<file path="src/rtl/serial_deserializer.sv">
// Serial-to-parallel word receiver: load-marked framing, valid/ack word handoff,
// framing-error pulse and sticky overrun flag. All outputs are registered.
module serial_deserializer #(
  parameter int WIDTH     = 4,
  parameter bit MSB_FIRST = 1'b1
) (
  input  logic                           input_clock1_clk_1,
  input  logic                           input_push_button1_reset_1,
  input  logic                           serial_in,
  input  logic                           bit_strobe,
  input  logic                           load,
  input  logic                           word_ack,
  output logic [WIDTH-1:0]               word_out,
  output logic                           word_valid,
  output logic                           frame_error,
  output logic                           overrun,
  output logic [$clog2(WIDTH+1)-1:0]     bit_count
);

  localparam int CW = $clog2(WIDTH+1);
  localparam logic [CW-1:0] FULL = CW'(WIDTH);

  typedef enum logic {IDLE = 1'b0, SHIFT = 1'b1} state_e;

  state_e           state_q;
  logic [WIDTH-1:0] shift_q;
  logic [WIDTH-1:0] word_q;
  logic [CW-1:0]    cnt_q;
  logic             valid_q;
  logic             fe_q;
  logic             ovr_q;

  logic [WIDTH-1:0] asm_d;
  logic [CW-1:0]    cnt_d;
  logic             start_d;
  logic             cont_d;
  logic             abort_d;
  logic             done_d;

  // MSB-first shifts toward the top so the first bit ends at WIDTH-1; LSB-first mirrors it.
  function automatic logic [WIDTH-1:0] shift_in(input logic [WIDTH-1:0] w, input logic b);
    logic [WIDTH-1:0] r;
    if (MSB_FIRST) begin
      r    = w << 1;
      r[0] = b;
    end else begin
      r          = w >> 1;
      r[WIDTH-1] = b;
    end
    return r;
  endfunction

  always_comb begin
    start_d = bit_strobe & load;
    cont_d  = bit_strobe & ~load & (state_q == SHIFT);
    abort_d = start_d & (state_q == SHIFT);
    asm_d   = shift_in(start_d ? '0 : shift_q, serial_in);
    cnt_d   = start_d ? CW'(1) : cnt_q + CW'(1);
    done_d  = (start_d | cont_d) & (cnt_d == FULL);
  end

  always_ff @(posedge input_clock1_clk_1) begin
    if (input_push_button1_reset_1) begin
      state_q <= IDLE;
      shift_q <= '0;
      word_q  <= '0;
      cnt_q   <= '0;
      valid_q <= 1'b0;
      fe_q    <= 1'b0;
      ovr_q   <= 1'b0;
    end else begin
      fe_q <= abort_d;
      if (done_d) begin
        state_q <= IDLE;
        cnt_q   <= '0;
        shift_q <= '0;
      end else if (start_d | cont_d) begin
        state_q <= SHIFT;
        cnt_q   <= cnt_d;
        shift_q <= asm_d;
      end
      // A completed word is only taken when the output slot is free or being freed now.
      if (done_d && (!valid_q || word_ack)) begin
        word_q  <= asm_d;
        valid_q <= 1'b1;
      end else if (done_d) begin
        ovr_q <= 1'b1;
      end else if (valid_q && word_ack) begin
        valid_q <= 1'b0;
      end
    end
  end

  assign word_out    = word_q;
  assign word_valid  = valid_q;
  assign frame_error = fe_q;
  assign overrun     = ovr_q;
  assign bit_count   = cnt_q;

endmodule

</file>
<file path="config.mk">
export PLATFORM = sky130hd
export DESIGN_NAME = serial_deserializer
export DESIGN_NICKNAME = d
export VERILOG_FILES = /design/src/rtl/serial_deserializer.sv
export SDC_FILE = /design/constraint.sdc
export NUM_CORES = 1
export LEC_CHECK = 0
export ABC_CLOCK_PERIOD_IN_PS = 1200
export BUFFER_PORTS_ARGS = -buffer_cell sky130_fd_sc_hd__buf_4
export CAP_MARGIN = 15
export CORE_MARGIN = 3
export CORE_UTILIZATION = 30
export CTS_BUF_LIST = sky130_fd_sc_hd__clkbuf_2 sky130_fd_sc_hd__clkbuf_4 sky130_fd_sc_hd__clkbuf_8
export DETAILED_ROUTE_END_ITERATION = 10
export PLACE_DENSITY = 0.55
export SLEW_MARGIN = 20
export SYNTH_ARGS = -nofsm -noshare
export SYNTH_HDL_FRONTEND = slang
export SYNTH_SLANG_ARGS = --single-unit
</file>
<file path="constraint.sdc">
create_clock -name input_clock1_clk_1 -period 1.2 [get_ports input_clock1_clk_1]
set_input_delay 0.24 -clock input_clock1_clk_1 [delete_from_list [all_inputs] [get_ports input_clock1_clk_1]]
set_output_delay 0.24 -clock input_clock1_clk_1 [all_outputs]
set_load 0.05 [all_outputs]
</file>
---- After elaboration in Yosys (flattened, before gate mapping) ----
Index checks and enable logic that the tools add are counted.
W data, S select, Z words.
word-level totals
  register bits ........................... 14
  latch bits .............................. 0
  memory bits (writable) .................. 0
  ROM bits ................................ 0
  input bits .............................. 6
  output and inout bits ................... 10
  word-level logic and storage cells ...... 31
  memories ................................ 0
operators by class
  add/sub/neg operators ................... 1
  $mul .................................... 0
  div/mod/pow operators ................... 0
  order comparisons ....................... 0
  eq/ne operators ......................... 2
  shifts and indexed selects .............. 0
  mux-type cells .......................... 5
  bitwise operators ....................... 8
  reduce and logical (&&, ||, !) cells .... 8
operators by type and width
  operator               count
  $mux W3                2
  $and A1 B1 Y1          5
  $reduce_and A2 Y1      2
  $add A3 B1 Y3 const B  1
  $eq A3 B3 Y1 const B   1
  $mux W1                3
  $logic_and A1 B1 Y1    2
  $ne A2 B1 Y1 const B   1
  $not A1 Y1             2
  $reduce_bool A2 Y1     1
  $reduce_or A2 Y1       1
  $logic_not A1 Y1       1
  $logic_or A1 B1 Y1     1
  $or A1 B1 Y1           1

---- Depth between registers and ports, before layout ----
  depth after elaboration ................. 8
  gate-level depth with buffers ........... 4
  depth with buffers taken out ............ 4

---- Least setup slack after synthesis ----
No wires, ideal clock.
  kind .................................... input port to flip-flop
  from .................................... in bit_count[0]
  to ...................................... reg word_q[0] (netlist: word_out[0])
  library setup time ...................... 0.072 ns
  arrival ................................. 1.721 ns
  required time ........................... 1.128 ns
  slack ................................... -0.592 ns
  cell stages on the path ................. 5
  path buffers ............................ 0
  cells stage by stage .................... dfxtp_1 ha_1 nand2b_1 nor4_4 mux2i_1
between the ends
  longest elaborated chain between the ends .. 5
ends and longest elaborated chain
  what                  line  text
  start, declared       17    output logic [$clog2(WIDTH+1)-1:0] bit_count
  $add A3 B1 Y3         58    cnt_d = start_d ? CW'(1) : cnt_q + CW'(1);
  $mux W3               58
  $eq A3 B3 Y1          59    done_d = (start_d | cont_d) & (cnt_d == FULL);
  $and A1 B1 Y1         59
  $logic_and A1 B1 Y1   83    if (done_d && (!valid_q || word_ack)) begin
  end signal, assigned  84    word_q <= asm_d;
  end, declared         27    logic [WIDTH-1:0] word_q;
Every way passes these cells.
A chain may end at the register's enable or synchronous reset.

---- Worst setup path in the final report ----
  from .................................... in bit_count[1]
  to ...................................... reg shift_q[2]
between the ends
  longest elaborated chain between the ends .. 5
ends and longest elaborated chain
  what                               line  text
  $add A3 B1 Y3                      58
  $mux W3                            58
  $eq A3 B3 Y1                       59
  $and A1 B1 Y1                      59
  $reduce_or A2 Y1 (no source line)  -
  end signal, assigned               80    shift_q <= asm_d;
  end, declared                      26    logic [WIDTH-1:0] shift_q;
Every way passes these cells.

==> out/qor_table.md <==
| Quantity | This run | Unit |
|:---|:---|:---|
| Status | finished, violations left | - |
| Violations in the final reports | negative setup slack | - |
| Xor and xnor fraction of the mapped netlist area | 2.98 | % |
| Multiplexer area fraction after synthesis | 8.51 | % |
| Sequential element share of the synthesized area | 47.7 | % |
| Leading cell type in the layout, fill and taps excluded | sky130_fd_sc_hd__buf_4 | - |
| Routed WL per cell | 12.0 | um |
| Critical path data required time | 1.38 | ns |
| DIE AREA | 0.00253 | mm2 |
| CTS tree | yes | - |
| List of cells traversed by the critical path | ha_4 -> nand2b_4 -> buf_6 -> o31ai_2 -> buf_4 -> nor2_1 | - |
| Leak Pwr | 0.000387 | uW |
| Peak supply drop | 0.000525 | V |
| GR Overflow Total | 0 | - |
| Aggregate global-route resource usage | 12.2 | % |
| Final worst setup slack | -0.152 | ns |
| Class of the tightest hold or removal check | in2reg | - |
| Adder-cell share of the synthesized area | 2.13 | % |
| Top-level port count | 16 | - |
| Power density cells | 1010 | mW/mm2 |
| Crit-path slowest cell | sky130_fd_sc_hd__dfxtp_4 | - |
| Setup WS pre-CTS | -0.210 | ns |
| Final setup violation count | 12 | - |
| Library cell used as clock root buffer | sky130_fd_sc_hd__clkbuf_4 | - |
| Fillers | 175 | - |
| Iteration-0 DRC count of the detailed router | 9 | - |
| Relative max-transition margin | 80.8 | % |
| Register-to-Register Setup Slack | -0.15 | ns |
| Ratio of cells with drive above 1 in the final layout | 49.4 | % |
| Worst Path Class, Setup | reg2reg | - |
| Flop and latch count out of synthesis | 14 | - |
| Critical Path End Type | flop | - |
| Area used by sequential logic in the layout | 292 | um2 |
| Total CTS buffers | 3 | - |
| Avg Synthesized Cell Area | 10.3 | um2 |
| Port buffer count | 15 | - |
| H-tree depth | 1 | - |
| Buffers from clock root to sink, at most | 2 | - |
| Max Transition Viols Final | 0 | - |
| Final-report hold violation count | 0 | - |
| Cell area after synthesis | 588 | um2 |
| Data arrival time at the worst-slack endpoint | 1.53 | ns |
| Clock edge transition at the registers on the reported setup and hold paths | 0.09 | ns |
| Dominant combinational cell family by area after synthesis | simple AND/OR/NAND/NOR gates | - |
| Final routed wirelength across all metal layers | 1340 | um |
| Starting density of the core | 33.0 | % |
| RSZ-0062 raised after global routing | yes | - |
| Tmin final | 1.35 | ns |
| Non-Filler Cell Area, Final | 938 | um2 |
| Layout overhead on the synthesized area | 59.6 | % |
| Final Net Count | 95 | - |
| Die boundary width | 50.3 | um |
| Fin Clk Skew | 0.00119 | ns |
| DRC violations left | 0 | - |
| Worst-Margin Slew | 0.285 | ns |
| Maximum net fanout on the critical path | 5 | - |
| Post-DR vias/cell | 4.67 | - |
| Hold Worst Slack | 0.146 | ns |
| Final Wtd Congestion | 0.704 | - |
| Via count of the first global-routing pass | 518 | - |
| First-pass GRT wire length | 2310 | um |
| Post-synthesis share of cell area spent on and, or, nand and nor gates | 24.0 | % |
| Number of sinks driven by the clock tree | 14 | - |
| Floorplan row count | 15 | - |
| Hold buffer count at CTS | 0 | - |
| Top achievable clock speed | 740 | MHz |
| Post-synthesis compound-gate area fraction | 14.0 | % |
| Initial antenna violation count | 0 | - |
| Worst setup SP type | flop | - |
| Maximum number of pins on one net before global-route repair | 9 | - |
| Top library cells by usage in the layout, fill and taps aside | sky130_fd_sc_hd__buf_4 (20), sky130_fd_sc_hd__dfxtp_1 (11), sky130_fd_sc_hd__nand2_1 (8) | - |
| Count of cell types in the netlist | 23 | - |
| Multi-input logic area | 350 | um2 |
| Antenna cell count | 0 | - |
| Placeable core area | 0.00178 | mm2 |
| Post-Synthesis Cells | 57 | - |
| Number of nets produced by synthesis | 64 | - |
| Detail Placement HPWL | 995 | um |
| Detailed-route via count | 523 | - |
| 1st-pass router iterations | 2 | - |
| Die height | 50.3 | um |
| Max Cap Violations | 0 | - |
| Antenna viol nets, final | 0 | - |
| Cell Area, Placed | 840 | um2 |
| Final period util | 113 | % |
| Pwr Total | 947 | uW |
| Clock latency at the later pin of the worst-skew pair | 0.28 | ns |
| Number of warning messages in the yosys log | 0 | - |
| CP max stage delay | 0.36 | ns |
## critical path: cells and delay by family (launching register included)
family / cells / cell delay (ns)
compound gates: 1 / 0.16
fa+ha+maj: 1 / 0.23
buf+inv: 2 / 0.30
flops: 1 / 0.36
simple gates: 2 / 0.20
## stage by stage
step / TNS [ns] / util (%) / cells
floorplan: -1.95 / - / 57
finish: -1.51 / 52.6 / 112
global placement: -0.816 / 47.1 / 105
detailed placement: -1.06 / 47.1 / 105
global route: -2.24 / 52.6 / 112
CTS: -1.58 / 51.3 / 112
## final timing paths
| path | end | from | cells after the start |
|---|---|---|---|
| max reg2reg | shift_q[2]$_SDFFE_PP0P_ | bit_count[1]$_SDFFE_PP0P_ | 6 |
| max | shift_q[2]$_SDFFE_PP0P_ | bit_count[1]$_SDFFE_PP0P_ | 6 |
| min reg2reg | word_out[2]$_SDFFE_PP0P_ | word_out[2]$_SDFFE_PP0P_ | 2 |
| min | bit_count[0]$_SDFFE_PP0P_ | input_push_button1_reset_1 | 2 |
## metal layers
metal,vias up,GRT usage [%],wire length (um)
li1,265,-,-
met1,248,15.9,664
met2,8,18.3,611
met3,2,3.86,58
met4,0,5.53,10
met5,-,0,0
## cell type report
| class | count | area share (%) |
|---|---|---|
| repair buffers | 26 | 24.0 |
| well taps | 25 | 3.33 |
| clock buffers | 4 | 3.87 |
| multi-input cells | 42 | 37.3 |
| inverters | 1 | 0.400 |
| flip-flops and latches | 14 | 31.1 |
## registers in the layout (all words and copies together) (netlist names)
signal	count
word_out	4
bit_count	3
shift_q	3
frame_error	1
overrun	1
state_q	1
word_valid	1
## report_power, final
| group | switching [uW] | leakage, uW | internal (uW) | total [uW] |
|---|---|---|---|---|
| Clock | 161 | 0.0000210 | 184 | 346 |
| Combinational | 62.8 | 0.000250 | 61.9 | 125 |
| Sequential | 9.36 | 0.000116 | 468 | 477 |
## cells by family after synthesis
family	after synthesis
simple gates	23
mux	5
buf+inv	1
compound gates	11
xor+xnor	2
fa+ha+maj	1
flops	14
## cell usage after synthesis
master / instances / share of area (%)
sky130_fd_sc_hd__xor2_1: 1 / 1.5
sky130_fd_sc_hd__nand3b_4: 1 / 3.4
sky130_fd_sc_hd__a22oi_1: 3 / 3.8
sky130_fd_sc_hd__o21a_1: 1 / 1.3
sky130_fd_sc_hd__clkinv_1: 1 / 0.64
sky130_fd_sc_hd__xnor2_1: 1 / 1.5
sky130_fd_sc_hd__a21oi_1: 2 / 1.7
sky130_fd_sc_hd__dfxtp_1: 14 / 48
sky130_fd_sc_hd__nand2b_1: 1 / 1.1
sky130_fd_sc_hd__nor3_1: 1 / 0.85
sky130_fd_sc_hd__o31ai_2: 1 / 2.1
sky130_fd_sc_hd__nor4_4: 1 / 3.6
sky130_fd_sc_hd__a31o_2: 1 / 1.5
sky130_fd_sc_hd__ha_1: 1 / 2.1
sky130_fd_sc_hd__nor2_1: 6 / 3.8
sky130_fd_sc_hd__nand2_1: 8 / 5.1
sky130_fd_sc_hd__and4_1: 1 / 1.5
sky130_fd_sc_hd__and3b_1: 1 / 1.5
sky130_fd_sc_hd__mux2i_1: 5 / 8.5
sky130_fd_sc_hd__nor2b_1: 3 / 3.2
sky130_fd_sc_hd__a211oi_1: 1 / 1.3
sky130_fd_sc_hd__o21ai_1: 1 / 0.85
sky130_fd_sc_hd__a32oi_1: 1 / 1.5
## timing repair
item | CTS | global route
setup endpoints to repair | 13 | 15
buffers inserted | 3 | 0
pin swaps | 1 | 4
gates resized for setup | 5 | 7
Note: power is estimated with default switching activity, not from simulation.
